**src/rtl/ks_adder_pipe.sv**
```systemverilog
// Pipelined Kogge-Stone adder/subtractor with valid/ready streaming.
// One register stage for P/G, one per prefix level, one for the sum.
module ks_adder_pipe #(
    parameter int WIDTH = 32
) (
    input  logic             clk,
    input  logic             rst_n,
    input  logic             in_valid,
    output logic             in_ready,
    input  logic [WIDTH-1:0] in_a,
    input  logic [WIDTH-1:0] in_b,
    input  logic             in_cin,
    input  logic             in_sub,
    output logic             out_valid,
    input  logic             out_ready,
    output logic [WIDTH-1:0] out_sum,
    output logic             out_cout,
    output logic             out_ovf
);

    localparam int LEVELS = $clog2(WIDTH);
    localparam int LAT    = LEVELS + 2;

    logic [LAT-1:0] v;
    logic [LAT-1:0] ld;

    logic [WIDTH-1:0] pr  [LEVELS];
    logic [WIDTH-1:0] pn  [LEVELS];
    logic [WIDTH-1:0] gr  [LEVELS+1];
    logic [WIDTH-1:0] gn  [LEVELS+1];
    logic [WIDTH-1:0] por [LEVELS+1];
    logic [LEVELS:0]  c0r;

    logic [WIDTH-1:0] bx;
    logic             c0;
    logic [WIDTH-1:0] carry;
    logic [WIDTH-1:0] sum_n;

    // A stage may load when it or any later stage has a free slot,
    // or the consumer drains the last stage this cycle.
    for (genvar s = 0; s < LAT; s++) begin : g_ld
        assign ld[s] = out_ready | ~(&v[LAT-1:s]);
    end

    assign in_ready  = ld[0];
    assign out_valid = v[LAT-1];

    assign bx    = in_sub ? ~in_b : in_b;
    assign c0    = in_sub | in_cin;
    assign pn[0] = in_a ^ bx;
    assign gn[0] = (in_a & bx)
                 | {{(WIDTH-1){1'b0}}, pn[0][0] & c0};

    for (genvar k = 1; k <= LEVELS; k++) begin : g_lvl
        localparam int SP = 1 << (k - 1);
        for (genvar i = 0; i < WIDTH; i++) begin : g_bit
            if (i >= SP) begin : g_hi
                assign gn[k][i] = gr[k-1][i]
                                | (pr[k-1][i] & gr[k-1][i-SP]);
                if (k < LEVELS) begin : g_p
                    assign pn[k][i] = pr[k-1][i] & pr[k-1][i-SP];
                end
            end else begin : g_lo
                assign gn[k][i] = gr[k-1][i];
                if (k < LEVELS) begin : g_p
                    assign pn[k][i] = pr[k-1][i];
                end
            end
        end

        always_ff @(posedge clk or negedge rst_n) begin
            if (!rst_n) begin
                v[k]   <= 1'b0;
                gr[k]  <= '0;
                por[k] <= '0;
                c0r[k] <= 1'b0;
            end else if (ld[k]) begin
                v[k] <= v[k-1];
                if (v[k-1]) begin
                    gr[k]  <= gn[k];
                    por[k] <= por[k-1];
                    c0r[k] <= c0r[k-1];
                end
            end
        end

        if (k < LEVELS) begin : g_preg
            always_ff @(posedge clk or negedge rst_n) begin
                if (!rst_n) begin
                    pr[k] <= '0;
                end else if (ld[k] && v[k-1]) begin
                    pr[k] <= pn[k];
                end
            end
        end
    end

    always_ff @(posedge clk or negedge rst_n) begin
        if (!rst_n) begin
            v[0]   <= 1'b0;
            pr[0]  <= '0;
            gr[0]  <= '0;
            por[0] <= '0;
            c0r[0] <= 1'b0;
        end else if (ld[0]) begin
            v[0] <= in_valid;
            if (in_valid) begin
                pr[0]  <= pn[0];
                gr[0]  <= gn[0];
                por[0] <= pn[0];
                c0r[0] <= c0;
            end
        end
    end

    // After the last level gr holds the carry out of every bit position.
    assign carry = {gr[LEVELS][WIDTH-2:0], c0r[LEVELS]};
    assign sum_n = por[LEVELS] ^ carry;

    always_ff @(posedge clk or negedge rst_n) begin
        if (!rst_n) begin
            v[LAT-1] <= 1'b0;
            out_sum  <= '0;
            out_cout <= 1'b0;
            out_ovf  <= 1'b0;
        end else if (ld[LAT-1]) begin
            v[LAT-1] <= v[LAT-2];
            if (v[LAT-2]) begin
                out_sum  <= sum_n;
                out_cout <= gr[LEVELS][WIDTH-1];
                out_ovf  <= gr[LEVELS][WIDTH-2] ^ gr[LEVELS][WIDTH-1];
            end
        end
    end

endmodule

```
**config.mk**
```make
export PLATFORM = sky130hd
export DESIGN_NAME = ks_adder_pipe
export DESIGN_NICKNAME = d
export VERILOG_FILES = /design/src/rtl/ks_adder_pipe.sv
export SDC_FILE = /design/constraint.sdc
export NUM_CORES = 1
export LEC_CHECK = 0
export ABC_AREA = 1
export CAP_MARGIN = 20
export CORE_UTILIZATION = 60
export DETAILED_ROUTE_END_ITERATION = 7
export GPL_ROUTABILITY_DRIVEN = 0
export HOLD_SLACK_MARGIN = 0.12
export PLACE_DENSITY = 0.85
export SLEW_MARGIN = 20
export SYNTH_ARGS = -nofsm -noshare
export SYNTH_HDL_FRONTEND = slang
export SYNTH_SLANG_ARGS = --single-unit
```
**constraint.sdc**
```tcl
create_clock -name clk -period 2.31 [get_ports clk]
set_input_delay 0.231 -clock clk [delete_from_list [all_inputs] [get_ports clk]]
set_output_delay 0.231 -clock clk [all_outputs]
set_load 0.02 [all_outputs]
```
; ---- Word level (Yosys, flattened, before mapping)
; Index checks and enable logic that the tools add are counted.
[totals]
ff_bits = 559
elab_cells = 443
[op_classes]
mux = 1
bitwise = 393
reduce_logical = 17
[op_table]
columns = operator, n
row1 = 1-bit AND, 243
row2 = 1-bit OR, 137
row3 = 32-bit bitwise XOR, 2
row4 = 32-bit AND, 1
row5 = 32-bit 2-to-1 mux, 1
row6 = 32-bit inverter, 1
row7 = 32-bit by 1-bit OR with 32-bit output, 1
row8 = 2-bit AND reduction, 8
row9 = 1-bit inverter, 7
row10 = 7-bit AND reduction, 1
row11 = 6-bit AND reduction, 1
row12 = 5-bit AND reduction, 1
row13 = 1-bit logical AND, 4
row14 = 4-bit AND reduction, 1
row15 = 3-bit AND reduction, 1
row16 = 1-bit bitwise XOR, 1

; ---- Longest topological paths before layout
; Gate-level depths: netlist of run 1.
[depth]
word_depth = 5
depth_mapped = 9
mapped_depth_nobuf = 8

; ---- Least setup slack after synthesis of run 1
; No wires, ideal clock.
[synth_path]
path_kind = input to register
from = input in_sub
to = register gr (netlist bit gn[128])
setup_ns = 0.117
arrival_ns = 1.364
required_time_ns = 2.193
path_slack_ns = 0.829
cell_stages = 8
path_buffers = 2
cell_sequence = clkbuf_1 buf_2 xor2_1 ha_1 o21ai_0 nand2_1 nand3_1 nand2_1
[synth_rtl]
columns = element, line
row1 = "start, declared", 13  ; input logic in_sub,
row2 = "end, declared", 29  ; logic [WIDTH-1:0] gr [LEVELS+1];

; ---- Final worst setup path of run 1
[layout_path]
from = register v[6] (netlist: out_valid)
to = output in_ready
[layout_between]
elab_chain_len = 3
[layout_rtl]
columns = element, line
row1 = "start, declared", 24  ; logic [LAT-1:0] v;
row2 = "start signal, assigned by index", 127  ; v[LAT-1] <= v[LAT-2];
row3 = 7-bit AND reduction, 42  ; assign ld[s] = out_ready | ~(&v[LAT-1:s]);
row4 = 1-bit inverter, 42
row5 = 1-bit OR, 42
row6 = "end, declared", 9  ; output logic in_ready,
; Every way passes these cells.

==> impl_metrics.toml, run 1 <==
[run_status]
status = "finished, final reports clean"

[detailed_routing]
wl_per_cell_um = 15.9
drc_errors = 0
first_pass_iters = 6
ant_nets = 0
vias_per_cell = 5.54
drtIter0Drc = 1666
wirelength_um = 50500
vias = 17500

[setup_path]
crit_path_end_kind = "output pin"
crit_slowest_cell = "dfrtp_1"
path_max_fanout = 5
start_kind = "register"
worstSetupPathType = "reg -> out"
crit_path_cell_trace = "nand2_1 > nor2_4 > nand2_2 > dlygate4sd2_1"
max_stage_delay_ns = 0.37
cp.arrival_ns = 1.94
worstPathRequired_ns = 2.08

[timing]
worst_slack_ns = 0.137
worst_pin_slew_ns = 0.861
rsz0062_at_grt = "no"
fin_skew_ns = 0.00985
fmax_mhz = 460
tns_ns = 0
setup_viol = 0
hold_viol = 0
slew_violations = 0
period_minus_slack_ns = 2.17
slew_headroom_pct = 42.6
final.period_utilization_pct = 94.1
whs_ns = 0.198

[logic_synthesis]
synth-simple-area-share_pct = 24.5
ys_types = 20
synth_fa_ha_area_share_pct = 1.77
synth_top_area_share_pct = 58.5
syn_area_um2 = 22600
synth_xor_area_share_pct = 2.51
syn_nets = 2670
synth_top_cells_by_area = "dfrtp_1, nand2_1, nand3_1"
async_flop_share_pct = 100
synth_compound_area_share_pct = 7.54
yosysMostFrequentCell = "nand2_1"
synth_top_family_by_area = "simple AND/OR/NAND/NOR gates"
ys_seq_area_share_pct = 58.5
ys_ff_latch = 529
synth-edff-count = 0
synthMuxAreaShare_pct = 0
yosysTopAreaCell = "dfrtp_1"
syn-instance-count = 2568
synth_ff_type = "dfrtp_1"
avgSynthCellArea_um2 = 8.82
synth_common_cells = "nand2_1, dfrtp_1, nand3_1"
yosys_warnings = 0

[cts]
path_clk_slew_ns = 0.06
clock_sinks = 529
cts_tree = "yes"
htreeDepth = 2
cts_inserted_buffers = 50
cts-root-buf = "clkbuf_16"
cts_max_path_buffers = 3
clk-insertion-delay-late_ns = 0.57

[job]
maxCapViolations = 0

[die]
die_w_um = 196
dieHeight_um = 196
initial_core_util_pct = 61.4
die_area_um2 = 38500
ios = 106
coreArea_um2 = 36900
rows = 70

[power_and_ir_drop]
p_per_area_nw_per_um2 = 1130
power.leakage_nw = 14.2
ir_worst_vdd_mv = 0.648

[layout]
nets = 2724
drive_gt1_share_pct = 5.52
diodes = 0
syn2layout_area_growth_pct = 14.7

[placed_design]
pre_cts_ws_ns = 0.168
port_buffers = 105
place_hpwl_um = 34300

[min_path]
hp-class = "in -> reg"

[global_route]
grt_pass1_vias = 16900
grt.overflow.total = 0
grt_start_max_net_pins = 91
grt_pass1_wl_um = 84600
grt_use_total_pct = 27.0
antenna_found_initial = 0
==> state kept, by name (all words and copies together) (netlist names) <==
| register | flops |
|---|---|
| por | 192 |
| gr | 130 |
| pr | 98 |
| out_sum | 32 |
| carry | 31 |
| gn | 31 |
| c0r | 6 |
| v | 6 |
| out_cout | 1 |
| out_ovf | 1 |
| out_valid | 1 |
==> routing by layer <==
layer,track usage (%),vias to the layer above,part of all wire [%]
met3,3.11,95,5.0
met2,44.3,563,48
met1,37.8,8531,44
met4,9.32,0,3.0
li1,-,8343,-
met5,0,-,0
==> timing repair <==
item	4_1_cts	5_1_grt
endpoints found under the setup margin	1	0
setup buffers	0	0
hold buffers	1	0
resized for setup	1	0
hold endpoints to repair	66	0
==> cell usage in the layout, fill, tap and decap left out, types with 10 or more instances in the layout <==
master / instances
clkinv_2: 11
clkbuf_16: 53
nand3_1: 342
clkdlybuf4s50_1: 101
inv_1: 135
nand2_2: 10
o21ai_0: 171
clkbuf_8: 13
nand2_1: 999
dfrtp_1: 526
xnor2_1: 33
a21oi_1: 40
clkbuf_1: 11
xor2_1: 32
a21o_1: 86
buf_4: 27
ha_1: 32
buf_12: 20
==> final timing paths <==
check	cells after the start	startpoint	slack, ns	to
max in group asynchronous	3	rst_n	1.26	v[0]
min	3	in_valid	0.20	por[186]
max reg2reg	8	out_valid	0.42	gr[189]
max	4	out_valid	0.14	in_ready
min in group asynchronous	2	rst_n	0.28	carry[1]
min reg2reg	2	por[136]	0.47	por[136]
==> cell type report <==
class / instances / area, um2
clock buffers: 77 / 1550
clock inverters: 15 / 131
fillers: 2594 / 10900
inverters: 135 / 507
multi-input cells: 1753 / 8250
flip-flops and latches: 529 / 13200
well taps: 504 / 631
repair buffers: 153 / 1660
==> stage by stage <==
stage                     total power [mW]  utilization [%]  cells  area [um2]
after CTS                             29.3             70.4   3166       26000
after detailed placement              21.0             65.8   3073       24300
after floorplan                       18.2                -   2568       22600
final                                 29.2             70.4   3166       26000
after global routing                  30.8             70.4   3166       26000
after global placement                20.6             65.8   3073       24300
==> where the power goes <==
part | switching (mW) | total [mW] | internal (mW) | leakage, nW
Combinational | 4.23 | 7.05 | 2.82 | 6.46
Sequential | 2.09 | 14.0 | 11.9 | 6.89
Clock | 3.38 | 8.21 | 4.82 | 0.835
Total | 9.70 | 29.2 | 19.5 | 14.2
==> cell families after synthesis <==
logic type                 Yosys count
buffers and inverters              286
adders and majority gates           32
and+or+nand+nor                   1358
DFF                                529
xor gates and xnor gates            65
AOI/OAI and AO/OA                  298
==> worst max-delay path: cells and delay by family (launching register included) <==
family | cells | cell delay, ns
AND/OR/NAND/NOR | 3 | 0.64
flip-flops | 1 | 0.37
buffers and inverters | 1 | 0.36
Power figures use the tool's default switching activity.
==> run 2: changes to the inputs <==
--- a/config.mk
+++ b/config.mk
@@ -5,7 +5,6 @@
 export SDC_FILE = /design/constraint.sdc
 export NUM_CORES = 1
 export LEC_CHECK = 0
-export ABC_AREA = 1
 export CAP_MARGIN = 20
 export CORE_UTILIZATION = 60
 export DETAILED_ROUTE_END_ITERATION = 7
==> run 2 against run 1 <==
  * Flip-flop and latch count unchanged
  * Register-to-register slack worse by 0.03 ns
  * Largest cell class unchanged
  * Global-route usage down 1.7 points
  * Final area down 1.8%
  * Sequential share of layout area up 0.90 points
  * Worst hold slack better by 0.015 ns
  * Via count down 24%
  * Die area down 2.6%
  * Combinational power up 14%
==> impl_metrics.toml, run 2 <==
[timing]
whs_ns = 0.213
worst_slack_ns = 0.371
hold_viol = 0
fin_skew_ns = 0.0181
rsz0062_at_grt = "no"
slew_headroom_pct = 64.4
worst_pin_slew_ns = 0.534
setup_viol = 0
final.period_utilization_pct = 83.9
fmax_mhz = 516
tns_ns = 0
slew_violations = 0
period_minus_slack_ns = 1.94

[min_path]
hp-class = "in -> async"

[placed_design]
dp.cells = 2192
pre_cts_ws_ns = 0.116
place_hpwl_um = 31000
port_buffers = 105

[detailed_routing]
wirelength_um = 46200
vias = 13300
drtIter0Drc = 889
wl_per_cell_um = 20.2
drc_errors = 0
ant_nets = 0
vias_per_cell = 5.83
first_pass_iters = 5

[job]
maxCapViolations = 0

[die]
initial_core_util_pct = 61.6
die_w_um = 194
dieHeight_um = 194
coreArea_um2 = 35800
die_area_um2 = 37500
rows = 69
ios = 106

[cts]
clock_sinks = 529
htreeDepth = 2
cts_max_path_buffers = 3
cts_inserted_buffers = 50
cts_tree = "yes"
cts-root-buf = "clkbuf_16"
clk-insertion-delay-late_ns = 0.56
path_clk_slew_ns = 0.06

[global_route]
grt.overflow.total = 0
grt_pass1_wl_um = 75900
grt_pass1_vias = 14000
antenna_found_initial = 0
grt_start_max_net_pins = 75
grt_use_total_pct = 25.4

[setup_path]
crit_slowest_cell = "dfrtp_1"
worstSetupPathType = "reg -> out"
max_stage_delay_ns = 0.45
rr_startpoint = "out_valid"
path_max_fanout = 7
worstPathRequired_ns = 2.08
cp.arrival_ns = 1.71
crit_path_cell_trace = "nand3_1 > nor2_1 > nand2_1 > dlymetal6s2s_1"
cp.depth = 4
critPathBufInv = 1
reg2reg_depth = 6
start_kind = "register"
rr_endpoint = "pr[123]"
crit_family = "simple AND/OR/NAND/NOR gates"
crit_path_end_kind = "output pin"
r2r_setup_slack_ns = 0.39

[power_and_ir_drop]
p_per_area_nw_per_um2 = 1260
ir_worst_vdd_mv = 0.668
total_power_mw = 32.1
power.leakage_nw = 11.6

[logic_synthesis]
synth_ff_type = "dfrtp_1"
synth-edff-count = 0
avgSynthCellArea_um2 = 13.2
yosysTopAreaCell = "dfrtp_1"
yosysMostFrequentCell = "dfrtp_1"
async_flop_share_pct = 100
synth_top_area_share_pct = 60.0
yosys_warnings = 0
ys_seq_area_share_pct = 60.0
ys_types = 29
synth_top_cells_by_area = "dfrtp_1, mux2_2, mux2i_1"
syn_nets = 1769
synth_common_cells = "dfrtp_1, mux2_2, a21oi_1"
syn_area_um2 = 22100
syn-instance-count = 1667
ys_ff_latch = 529

[layout]
final_common_cell = "dfrtp_1"
biggestRegsByFlops = "por x192, gr x130, pr x98"
diodes = 0
top_register = "por"
largest_reg_flops = 192
final_cell_mix = "dfrtp_1, mux2_2, a21oi_1"
fillCellCount = 2268
syn2layout_area_growth_pct = 15.6
nets = 1887
drive_gt1_share_pct = 21.2
fin_cells = 2285

[run_status]
status = "finished, final reports clean"
[run 2: what timing repair did]
action	CTS	global route
pin swaps	1	0
setup buffers	1	0
endpoints found under the setup margin	1	1
endpoints found under the hold margin	215	0
hold buffers	1	0
gates resized for setup	0	1
[run 2: kinds of logic (layout without fill, tap and decap cells)]
kind of cell	count (synthesis)	after routing	share of synthesized area, %
buffers and inverters	226	383	4.63
adder cells (fa/ha/maj)	32	32	1.82
flip-flops	529	529	60.0
AND/OR/NAND/NOR	101	101	2.08
multiplexers	438	438	21.5
XOR/XNOR	65	65	2.58
AO/OA/AOI/OAI	276	276	7.32
[run 2: power by group]
part           internal (mW)  total, mW  switching [mW]
registers               12.7       15.7            2.99
clock network           4.99       8.36            3.38
logic                   4.33       8.05            3.72
[run 2: layout make-up]
cell class | count | area, um2 | share of cell area [%]
clock buffer | 78 | 1530 | 6.00
clock inverter | 13 | 165 | 0.648
inverter | 145 | 544 | 2.13
multi-input combinational | 912 | 7840 | 30.7
sequential | 529 | 13200 | 51.9
tap | 461 | 577 | 2.26
timing repair buffer | 147 | 1610 | 6.31
[run 2: worst max-delay path by stage]
stage | end | startpoint | slack [ns]
finish | in_ready | v[3] | 0.37
CTS | in_ready | v[3] | 0.04
global placement | por[150] | out_ready | 0.15
detailed placement | pr[121] | out_ready | 0.12
floorplan | gn[64] | out_valid | 0.65
global route | in_ready | v[3] | 0.30
[run 2: metrics by stage]
| step | utilization, % | cell area, um2 |
|---|---|---|
| 6_report | 71.2 | 25500 |
| 2_1_floorplan | - | 22100 |
| 5_1_grt | 71.2 | 25500 |
| 3_5_place_dp | 66.4 | 23800 |
| 4_1_cts | 71.2 | 25500 |
| 3_3_place_gp | 66.4 | 23800 |
[run 2: per-layer routing]
layer	track usage (%)	wire length (um)
met5	0	0
met1	35.3	20000
met4	7.82	1250
met3	4.84	2800
met2	40.8	22100
==> run 3: changes to the inputs <==
==> constraint.sdc (replaced) <==
create_clock -name clk -period 1.81 [get_ports clk]
set_input_delay 0.181 -clock clk [delete_from_list [all_inputs] [get_ports clk]]
set_output_delay 0.181 -clock clk [all_outputs]
set_load 0.02 [all_outputs]
==> run 3 against run 2 <==
  * Utilization increased by 1.5 points
  * Worst hold slack improved by 0.064 ns
  * Clock skew decreased by 0.0064 ns
  * Non-clock buffer count increased by 38
  * Final area increased by 2.1%
  * Sequential power increased by 27%
  * Register-to-register slack got worse by 0.36 ns
  * Routed wire length increased by 4.8%
  * Power increased by 30%
  * Largest cell class unchanged
==> impl_metrics.toml, run 3 (synthesized netlist as in run 2, its figures left out) <==
[timing]
fin_skew_ns = 0.0117
period_minus_slack_ns = 1.78
slew_headroom_pct = 71.3
worst_pin_slew_ns = 0.430
whs_ns = 0.277
hold_viol = 0
rsz0062_at_grt = "yes"
setup_viol = 0
tns_ns = 0
slew_violations = 0
fmax_mhz = 561
worst_slack_ns = 0.0264
final.period_utilization_pct = 98.5

[cts]
clock_sinks = 529
cts_max_path_buffers = 3
cts-root-buf = "clkbuf_16"
clk-insertion-delay-late_ns = 0.56
cts_tree = "yes"
htreeDepth = 2
path_clk_slew_ns = 0.06
cts_inserted_buffers = 51

[layout]
final_common_cell = "dfrtp_1"
syn2layout_area_growth_pct = 18.1
final_cell_mix = "dfrtp_1, mux2_2, a21oi_1"
largest_reg_flops = 192
drive_gt1_share_pct = 23.1
final_cell_area_um2 = 26000
top_register = "por"
nets = 1926
fillCellCount = 2193
biggestRegsByFlops = "por x192, gr x130, pr x98"
utilization_pct = 72.7

[detailed_routing]
first_pass_iters = 5
drc_errors = 0
wl_per_cell_um = 20.8
wirelength_um = 48400
vias_per_cell = 5.88
vias = 13700
ant_nets = 0
drtIter0Drc = 1003

[global_route]
grt_start_max_net_pins = 78
grt_pass1_vias = 14300
antenna_found_initial = 1
grt_pass1_wl_um = 77500
grt_use_total_pct = 26.1
grt.overflow.total = 0

[placed_design]
port_buffers = 105
placed_area_um2 = 24100
place_hpwl_um = 31800
pre_cts_ws_ns = -0.317

[setup_path]
worstPathRequired_ns = 2.25
cp.arrival_ns = 2.23
crit_path_end_kind = "register"
start_kind = "register"
worstSetupPathType = "reg -> reg"
path_max_fanout = 26

[die]
initial_core_util_pct = 61.6
coreArea_um2 = 35800
rows = 69
die_w_um = 194
die_area_um2 = 37500
dieHeight_um = 194
ios = 106

[power_and_ir_drop]
p_per_area_nw_per_um2 = 1600
ir_worst_vdd_mv = 0.838
p_comb_share_pct = 26.0
p_sw_mw = 13.1
p_seq_share_pct = 48.1
swShare_pct = 31.6
p_int_mw = 28.5
p_clk_share_pct = 26.0
power.leakage_nw = 11.9

[job]
maxCapViolations = 0

[run_status]
status = "finished, final reports clean"

[min_path]
hp-class = "in -> reg"
run 3: cell count changes in the layout (fill, tap and decap cells not counted), moves of 2 or more:
| cell | before | now |
|---|---|---|
| dfrtp_2 | 0 | 2 |
| buf_6 | 0 | 4 |
| buf_12 | 19 | 30 |
| mux2i_2 | 0 | 2 |
| clkbuf_8 | 11 | 9 |
| clkbuf_16 | 53 | 56 |
| dfrtp_1 | 529 | 527 |
| mux2i_1 | 144 | 142 |
| buf_4 | 22 | 41 |
run 3: repair_timing:
action	4_1_cts	5_1_grt
pin swaps	1	2
hold endpoints to repair	529	0
setup endpoints to repair	76	179
buffers inserted	2	4
resized for setup	11	5
cloned	1	3
hold buffers	2	0
run 3: final cells by class:
cell class | instances | area [um2] | share of cell area, %
flip-flops and latches | 529 | 13200 | 50.8
multi-input cells | 912 | 7860 | 30.2
repair buffers | 185 | 2110 | 8.10
clock buffers | 77 | 1510 | 5.78
well taps | 461 | 577 | 2.21
inverters | 145 | 544 | 2.09
clock inverters | 15 | 210 | 0.807
diodes | 1 | 2.50 | 0.00961
run 3: per-stage QoR:
stage | cells | power, mW
after floorplan | 1667 | 25.9
after global placement | 2220 | 29.6
after detailed placement | 2220 | 30.4
after CTS | 2317 | 41.6
after global routing | 2324 | 43.6
final | 2325 | 41.7
run 3: power by group through the flow:
| stage | combinational (mW) | clock (mW) | sequential, mW |
|---|---|---|---|
| 2_1_floorplan | 6.99 | 0 | 18.9 |
| 3_3_place_gp | 9.82 | 0 | 19.8 |
| 3_5_place_dp | 10.4 | 0 | 20.1 |
| 4_1_cts | 10.7 | 11.0 | 19.9 |
| 5_1_grt | 11.8 | 11.4 | 20.4 |
| 6_report | 10.8 | 10.8 | 20.0 |
run 3: routing by layer:
| layer | wire, um | up-vias | GRT usage (%) | share of wire [%] |
|---|---|---|---|---|
| met5 | 0 | - | 0 | 0 |
| met4 | 1240 | 0 | 8.39 | 2.6 |
| li1 | - | 6112 | - | - |
| met1 | 20500 | 7031 | 35.5 | 42 |
| met3 | 3090 | 101 | 5.36 | 6.4 |
| met2 | 23600 | 436 | 42.4 | 49 |
run 3: path summary, 6_finish.rpt:
kind / start / depth (start not counted) / slack (ns) / end
hold / removal: in_sub / 4 / 0.28 / c0r[0]
max in group asynchronous: rst_n / 3 / 1.10 / gr[126]
setup / recovery: v[5] / 6 / 0.03 / por[150]
setup reg to reg: v[5] / 6 / 0.03 / por[150]
min in group asynchronous: rst_n / 3 / 0.29 / pr[103]
hold reg to reg: por[81] / 1 / 0.48 / por[49]
run 3: worst max-delay path, stage by stage, from the launching register on:
cell	delay [ns]
dfrtp_1	0.43
nand4b_4	0.15
buf_6	0.19
o21ai_4	0.16
buf_12	0.15
buf_16	0.21
mux2_2	0.37
